--- src/rtl/sram_stream_loader.sv ---
// Packs a ready/valid byte stream little-endian into 32-bit SRAM port-2 writes: one write 1 cycle after the word's last byte, done 1 cycle later.
// Stream stalls only during WRITE/DONE/IDLE. Define SRAM_STREAM_LOADER_CHECKSUM_EN to add the byte-masked write checksum output.
module sram_stream_loader #(
   parameter int ADDR_W = 11,
   parameter int DATA_W = 32
) (
   input  logic              clk,
   input  logic              reset_n,
   input  logic [ADDR_W-1:0] cfg_base,
   input  logic              cfg_start,
   input  logic              abort,
   input  logic [7:0]        in_data,
   input  logic              in_valid,
   input  logic              in_last,
   output logic              in_ready,
   output logic [ADDR_W-1:0] address2,
   output logic [3:0]        byteenable2,
   output logic              chipselect2,
   output logic              write2,
   output logic [DATA_W-1:0] writedata2,
   output logic              clken2,
   output logic              busy,
   output logic              done,
   output logic [ADDR_W:0]   word_count,
   output logic              wrapped
`ifdef SRAM_STREAM_LOADER_CHECKSUM_EN
   ,
   output logic [31:0]       checksum
`endif
);

   typedef enum logic [1:0] {S_IDLE, S_FILL, S_WRITE, S_DONE} state_t;

   localparam logic [ADDR_W:0] COUNT_MAX = {1'b1, {ADDR_W{1'b0}}};

   state_t            r_state;
   logic [ADDR_W-1:0] r_addr;
   logic [1:0]        r_lane;
   logic [3:0]        r_be;
   logic              r_last;
   logic [DATA_W-1:0] r_wdata;
   logic [ADDR_W:0]   r_count;
   logic              r_wrapped;
   logic              r_clken;
   logic              w_accept;

   assign w_accept = in_valid && (r_state == S_FILL);

`ifdef SRAM_STREAM_LOADER_CHECKSUM_EN
   logic [31:0] r_checksum;
   logic [31:0] w_masked;

   // Lanes left stale by a short final word contribute zero.
   always_comb begin
      w_masked = '0;
      for (int i = 0; i < 4; i++) begin
         if (r_be[i]) w_masked[8*i +: 8] = r_wdata[8*i +: 8];
      end
   end

   assign checksum = r_checksum;
`endif

   always_ff @(posedge clk) begin
      if (!reset_n) begin
         r_state   <= S_IDLE;
         r_addr    <= '0;
         r_lane    <= '0;
         r_be      <= '0;
         r_last    <= 1'b0;
         r_wdata   <= '0;
         r_count   <= '0;
         r_wrapped <= 1'b0;
         r_clken   <= 1'b0;
`ifdef SRAM_STREAM_LOADER_CHECKSUM_EN
         r_checksum <= '0;
`endif
      end else begin
         r_clken <= 1'b1;
         case (r_state)
            S_IDLE: begin
               if (cfg_start) begin
                  r_addr    <= cfg_base;
                  r_lane    <= '0;
                  r_be      <= '0;
                  r_last    <= 1'b0;
                  r_count   <= '0;
                  r_wrapped <= 1'b0;
`ifdef SRAM_STREAM_LOADER_CHECKSUM_EN
                  r_checksum <= '0;
`endif
                  r_state   <= S_FILL;
               end
            end
            S_FILL: begin
               if (abort) begin
                  r_be    <= '0;
                  r_lane  <= '0;
                  r_state <= S_IDLE;
               end else if (w_accept) begin
                  r_wdata[{r_lane, 3'b000} +: 8] <= in_data;
                  r_be[r_lane] <= 1'b1;
                  r_lane       <= r_lane + 2'd1;
                  if (r_lane == 2'd3 || in_last) begin
                     r_last  <= in_last;
                     r_state <= S_WRITE;
                  end
               end
            end
            S_WRITE: begin
               // The SRAM has no waitrequest, so the write always lands this cycle, even under abort.
               r_be   <= '0;
               r_lane <= '0;
               r_addr <= r_addr + 1'b1;
               if (&r_addr) r_wrapped <= 1'b1;
               if (r_count != COUNT_MAX) r_count <= r_count + 1'b1;
`ifdef SRAM_STREAM_LOADER_CHECKSUM_EN
               r_checksum <= r_checksum + w_masked;
`endif
               if (abort)       r_state <= S_IDLE;
               else if (r_last) r_state <= S_DONE;
               else             r_state <= S_FILL;
            end
            S_DONE:  r_state <= S_IDLE;
            default: r_state <= S_IDLE;
         endcase
      end
   end

   assign in_ready    = (r_state == S_FILL);
   assign chipselect2 = (r_state == S_WRITE);
   assign write2      = (r_state == S_WRITE);
   assign byteenable2 = (r_state == S_WRITE) ? r_be : 4'b0000;
   assign address2    = r_addr;
   assign writedata2  = r_wdata;
   assign clken2      = r_clken;
   assign busy        = (r_state != S_IDLE);
   // An abort in the DONE cycle suppresses the completion pulse.
   assign done        = (r_state == S_DONE) && !abort;
   assign word_count  = r_count;
   assign wrapped     = r_wrapped;

endmodule

--- config.mk ---
export PLATFORM = sky130hd
export DESIGN_NAME = sram_stream_loader
export DESIGN_NICKNAME = d
export VERILOG_FILES = /design/src/rtl/sram_stream_loader.sv
export SDC_FILE = /design/constraint.sdc
export NUM_CORES = 1
export LEC_CHECK = 0
export ABC_AREA = 1
export CORE_MARGIN = 1.5
export CORE_UTILIZATION = 40
export CTS_BUF_LIST = sky130_fd_sc_hd__clkbuf_4
export CTS_CLUSTER_SIZE = 25
export DETAILED_ROUTE_END_ITERATION = 16
export PLACE_DENSITY = 0.66
export REMOVE_ABC_BUFFERS = 1
export SLEW_MARGIN = 20
export SYNTH_ARGS = -nofsm -noshare
export SYNTH_HDL_FRONTEND = slang
export SYNTH_SLANG_ARGS = --single-unit
--- constraint.sdc ---
create_clock -name clk -period 4.25 [get_ports clk]
set_clock_uncertainty 0.2 [all_clocks]
set_input_delay 1.0625 -clock clk [delete_from_list [all_inputs] [get_ports clk]]
set_output_delay 1.0625 -clock clk [all_outputs]
set_load 0.01 [all_outputs]
======== Word-level counts from Yosys, hierarchy flattened ========
Index checks and enable logic that the tools add are counted.
operators by class
  $add $sub $neg .......................... 4
  order comparisons ....................... 2
  eq/ne operators ......................... 13
  shift operators ......................... 2
  mux-type cells .......................... 32
  bitwise logic cells ..................... 2
  reductions and logical operators ........ 18
operator list
  kind                                                                    number
  32-bit bitwise mux                                                      1
  8-bit by 7-bit variable shift with 32-bit output, first input constant  1
  8-bit by 7-bit variable part select with 32-bit output                  1
  12-bit two-way mux                                                      2
  12-bit one-hot mux with 2 select lines                                  1
  11-bit one-hot mux with 2 select lines                                  1
  2-bit two-way mux                                                       9
  4-bit two-way mux                                                       4
  3-bit AND reduction                                                     5
  12-bit by 1-bit adder with 12-bit output, second input constant         1
  12-bit != test, second input constant                                   1
  4-bit one-hot mux with 3 select lines                                   1
  11-bit by 1-bit adder with 11-bit output, second input constant         1
  11-bit two-way mux                                                      1
  11-bit AND reduction                                                    1
  2-bit by 1-bit != test with 1-bit output, second input constant         4
  2-bit one-hot mux with 4 select lines                                   1
  1-bit two-way mux                                                       7
  5-bit negation with 7-bit output                                        1
  2-bit equality test, second input constant                              3
  3-bit by 2-bit != test with 1-bit output, second input constant         2
  2-bit one-hot mux with 3 select lines                                   1
  2-bit nonzero test                                                      3
  5-bit AND reduction                                                     1
  other kinds (15)                                                        19
word-level totals
  register bits after elaboration ......... 66
  bits of input ports ..................... 25
  word-level logic and storage cells ...... 82

======== Logic depth before layout (Yosys ltp) ========
  depth after elaboration ................. 8
  gate-level depth with buffers ........... 9
  depth with buffers taken out ............ 9

======== Least setup slack after synthesis ========
OpenSTA, ideal clock, no wires.
  path kind ............................... input -> output
  start ................................... in abort
  end ..................................... out done
  arrival time ............................ 1.232 ns
  data required time ...................... 2.988 ns
  slack ................................... 1.756 ns
  stages on the path ...................... 1
  cells stage by stage .................... nor2_1
between the ends
  longest elaborated chain between the ends .. 2
ends and longest elaborated chain
  what               line  RTL
  start, declared    11    input logic abort,
  1-bit zero test    139   assign done = (r_state == S_DONE) && !abort;
  1-bit logical AND  139
  end, declared      23    output logic done,
Every way passes these cells.

======== Worst setup path in the final report ========
  start ................................... reg r_state[1]
  end ..................................... out byteenable2[3]
between the ends
  longest elaborated chain between the ends .. 2
ends and longest elaborated chain
  what                    line  RTL
  start, declared         36    state_t r_state;
  start signal, assigned  66    r_state <= S_IDLE;
  start signal, assigned  92    r_state <= S_FILL;
  start signal, assigned  99    r_state <= S_IDLE;
  2-bit equality test     133   assign byteenable2 = (r_state == S_WRITE) ? r_be : 4'b0000;
  4-bit two-way mux       133
  end, declared           17    output logic [3:0] byteenable2,
Every way passes these cells.

==> reports/results.txt <==
gpl congestion -> 0.894
top routing layer in use -> met4
top cell type by total area after synthesis -> dfxtp_1
Vias -> 3504
final setup vio count -> 0
Worst Max-Slew Pin Slew -> 0.644 ns
post-CTS sizing -> 0
Synth area leaders -> dfxtp_1 (39%), nand2_1 (12%), a21oi_1 (9.0%)
die height -> 95.0 um
fin util -> 54.3%
die width -> 95.0 um
multi-input logic area -> 0.00176 mm2
Crit. End Element -> primary output
Max Root-Sink Buffers -> 2
Design Area, Final -> 0.00446 mm2
Synth Cell Area -> 0.00339 mm2
met2 routed WL -> 4100 um
Internal -> 898 uW
Max Slew Vio Count -> 0
total CTS buffers -> 9
Final period util -> 82.8%
average size of a mapped cell -> 6.83 um2
setup ws final -> 0.732 ns
ant diodes -> 0
Post-DP Area -> 0.00434 mm2
HPWL Detailed -> 6410 um
pin count of the biggest net entering global routing -> 32
Design Power -> 1.26 mW
sw frac -> 28.9%
placed cell count -> 675
RSZ-0062 raised after global routing -> no
Fmax -> 0.284 GHz
# fillers -> 779
startpoint types -> register
htree depth -> 3
routed length on met1 -> 3950 um
Post-synth ARST share -> 0%
CTS tree -> yes
maxcap violations -> 0
Post CTS Setup Buffer Count -> 0
Flop pwr share -> 52.3%
WP data required -> 2.99 ns
most frequent cell after synthesis -> nand2_1
# clock sinks -> 66
synthesis-to-layout area growth -> 31.8%
post-synth cell types -> 28
status -> completed
register area -> 0.00132 mm2
minimum clock period -> 3.52 ns
Clock power frac -> 31.6%
Boundary Pins -> 91
die area -> 0.00903 mm2
Detail Route met3 WL -> 574 um
gr usage total -> 20.5%
Fin Setup TNS -> 0 ns
DR vias/cell -> 5.08
worst vdd ir -> 168 uV
post-route insts no fill -> 690
first-pass GRT wire length -> 14600 um
register bit total from synthesis -> 66
total gr overflow -> 0
clk_lat worst skew -> 0.42 ns
DR iter-0 viols -> 117
share of layout cells above drive strength 1 -> 4.79%
pre-CTS setup slack -> 0.771 ns
# nets final -> 617
Relative slew margins -> 57.0%
DRT Pass-1 Iters -> 4
number of synthesized flops with an enable pin -> 0
post-route ant nets -> 0
Main synth FF type -> dfxtp_1
drt wl/cell -> 12.8 um
Psw -> 365 uW
initial core utilization -> 41.2%
Max Fanout on Critical Path -> 13
WP data arrival -> 2.26 ns
critical path class -> register to primary output
Row Count -> 33
initial antenna violation count -> 0
hold_buf cts -> 0
Post-synth top cells -> nand2_1 (112), dfxtp_1 (66), a21oi_1 (61)
top cell type's share of synthesized area -> 39.0%
Power Density -> 283 mW/mm2
Core Box Area -> 0.00822 mm2
Worst Hold Class -> register to register
count of buffers from port buffering -> 90
number of global-route vias before repair -> 3236
Comb pwr share -> 16.1%
Cells after Synth -> 496
Leak -> 1.63 nW
Post-Route WL -> 8840 um
clk slew on worst S/H paths -> 0.11 ns
Seq/Total Area, Yosys -> 39.0%
drc violations -> 0
CTS root buffer -> clkbuf_4
WHS -> 0.260 ns
Ys Warns -> 0
final hold vios -> 0
cells in the final DEF (no fill, tap or decap), types with 4 or more instances in the layout:
master and instances:
a21oi_1 61, nor2_1 58, clkdlybuf4s50_1 90, nand4_1 12
a211oi_1 7, nor3_1 7, o21ai_0 17, inv_1 50
o22ai_1 4, ha_1 11, nand2_1 112, clkbuf_4 10
dfxtp_1 66, clkinv_1 4, nand3_1 52, nand2_2 4
buf_4 4
power by group through the flow:
stage               registers [mW]  logic, mW  clock network, mW
floorplan                    0.675      0.107                  0
detailed placement           0.674      0.203                  0
global route                 0.664      0.226              0.436
finish                       0.660      0.203              0.400
global placement             0.673      0.199                  0
CTS                          0.660      0.204              0.412
path summary, 6_finish.rpt:
check	cells past startpoint	endpoint	from	slack, ns
worst min-delay path	2	wrapped	wrapped	0.26
worst min register to register	2	wrapped	wrapped	0.26
worst max-delay path	3	byteenable2[3]	r_state[1]	0.73
worst max register to register	8	writedata2[20]	r_lane[0]	1.75
flip-flops by register name (all words and copies together), names as in the netlist:
name	count
r_be	4
address2	11
word_count	12
wrapped	1
r_lane	2
r_state	2
writedata2	32
clken2	1
r_last	1
final cells by class:
class | instances | area share (%)
clock buffers | 10 | 1.68
clock inverters | 5 | 1.04
inverters | 53 | 4.46
multi-input cells | 357 | 39.4
flip-flops and latches | 66 | 29.6
well taps | 105 | 2.94
repair buffers | 94 | 20.9
layer usage:
layer	vias to the layer above	track usage, %
met5	-	0
li1	1798	-
met4	0	9.95
met2	119	33.3
met1	1567	26.1
met3	20	3.83
cells by family after synthesis:
| logic type | share of synthesized area [%] |
|---|---|
| simple gates | 33.3 |
| compound gates | 14.6 |
| buf+inv | 9.01 |
| flops | 39.0 |
| fa+ha+maj | 4.06 |
critical path: stages (launching register included):
cell,delay [ns]
dfxtp_1,0.75
nand2_2,0.33
nor2_1,0.19
clkdlybuf4s50_1,0.55
Note: power is estimated with default switching activity, not from simulation.
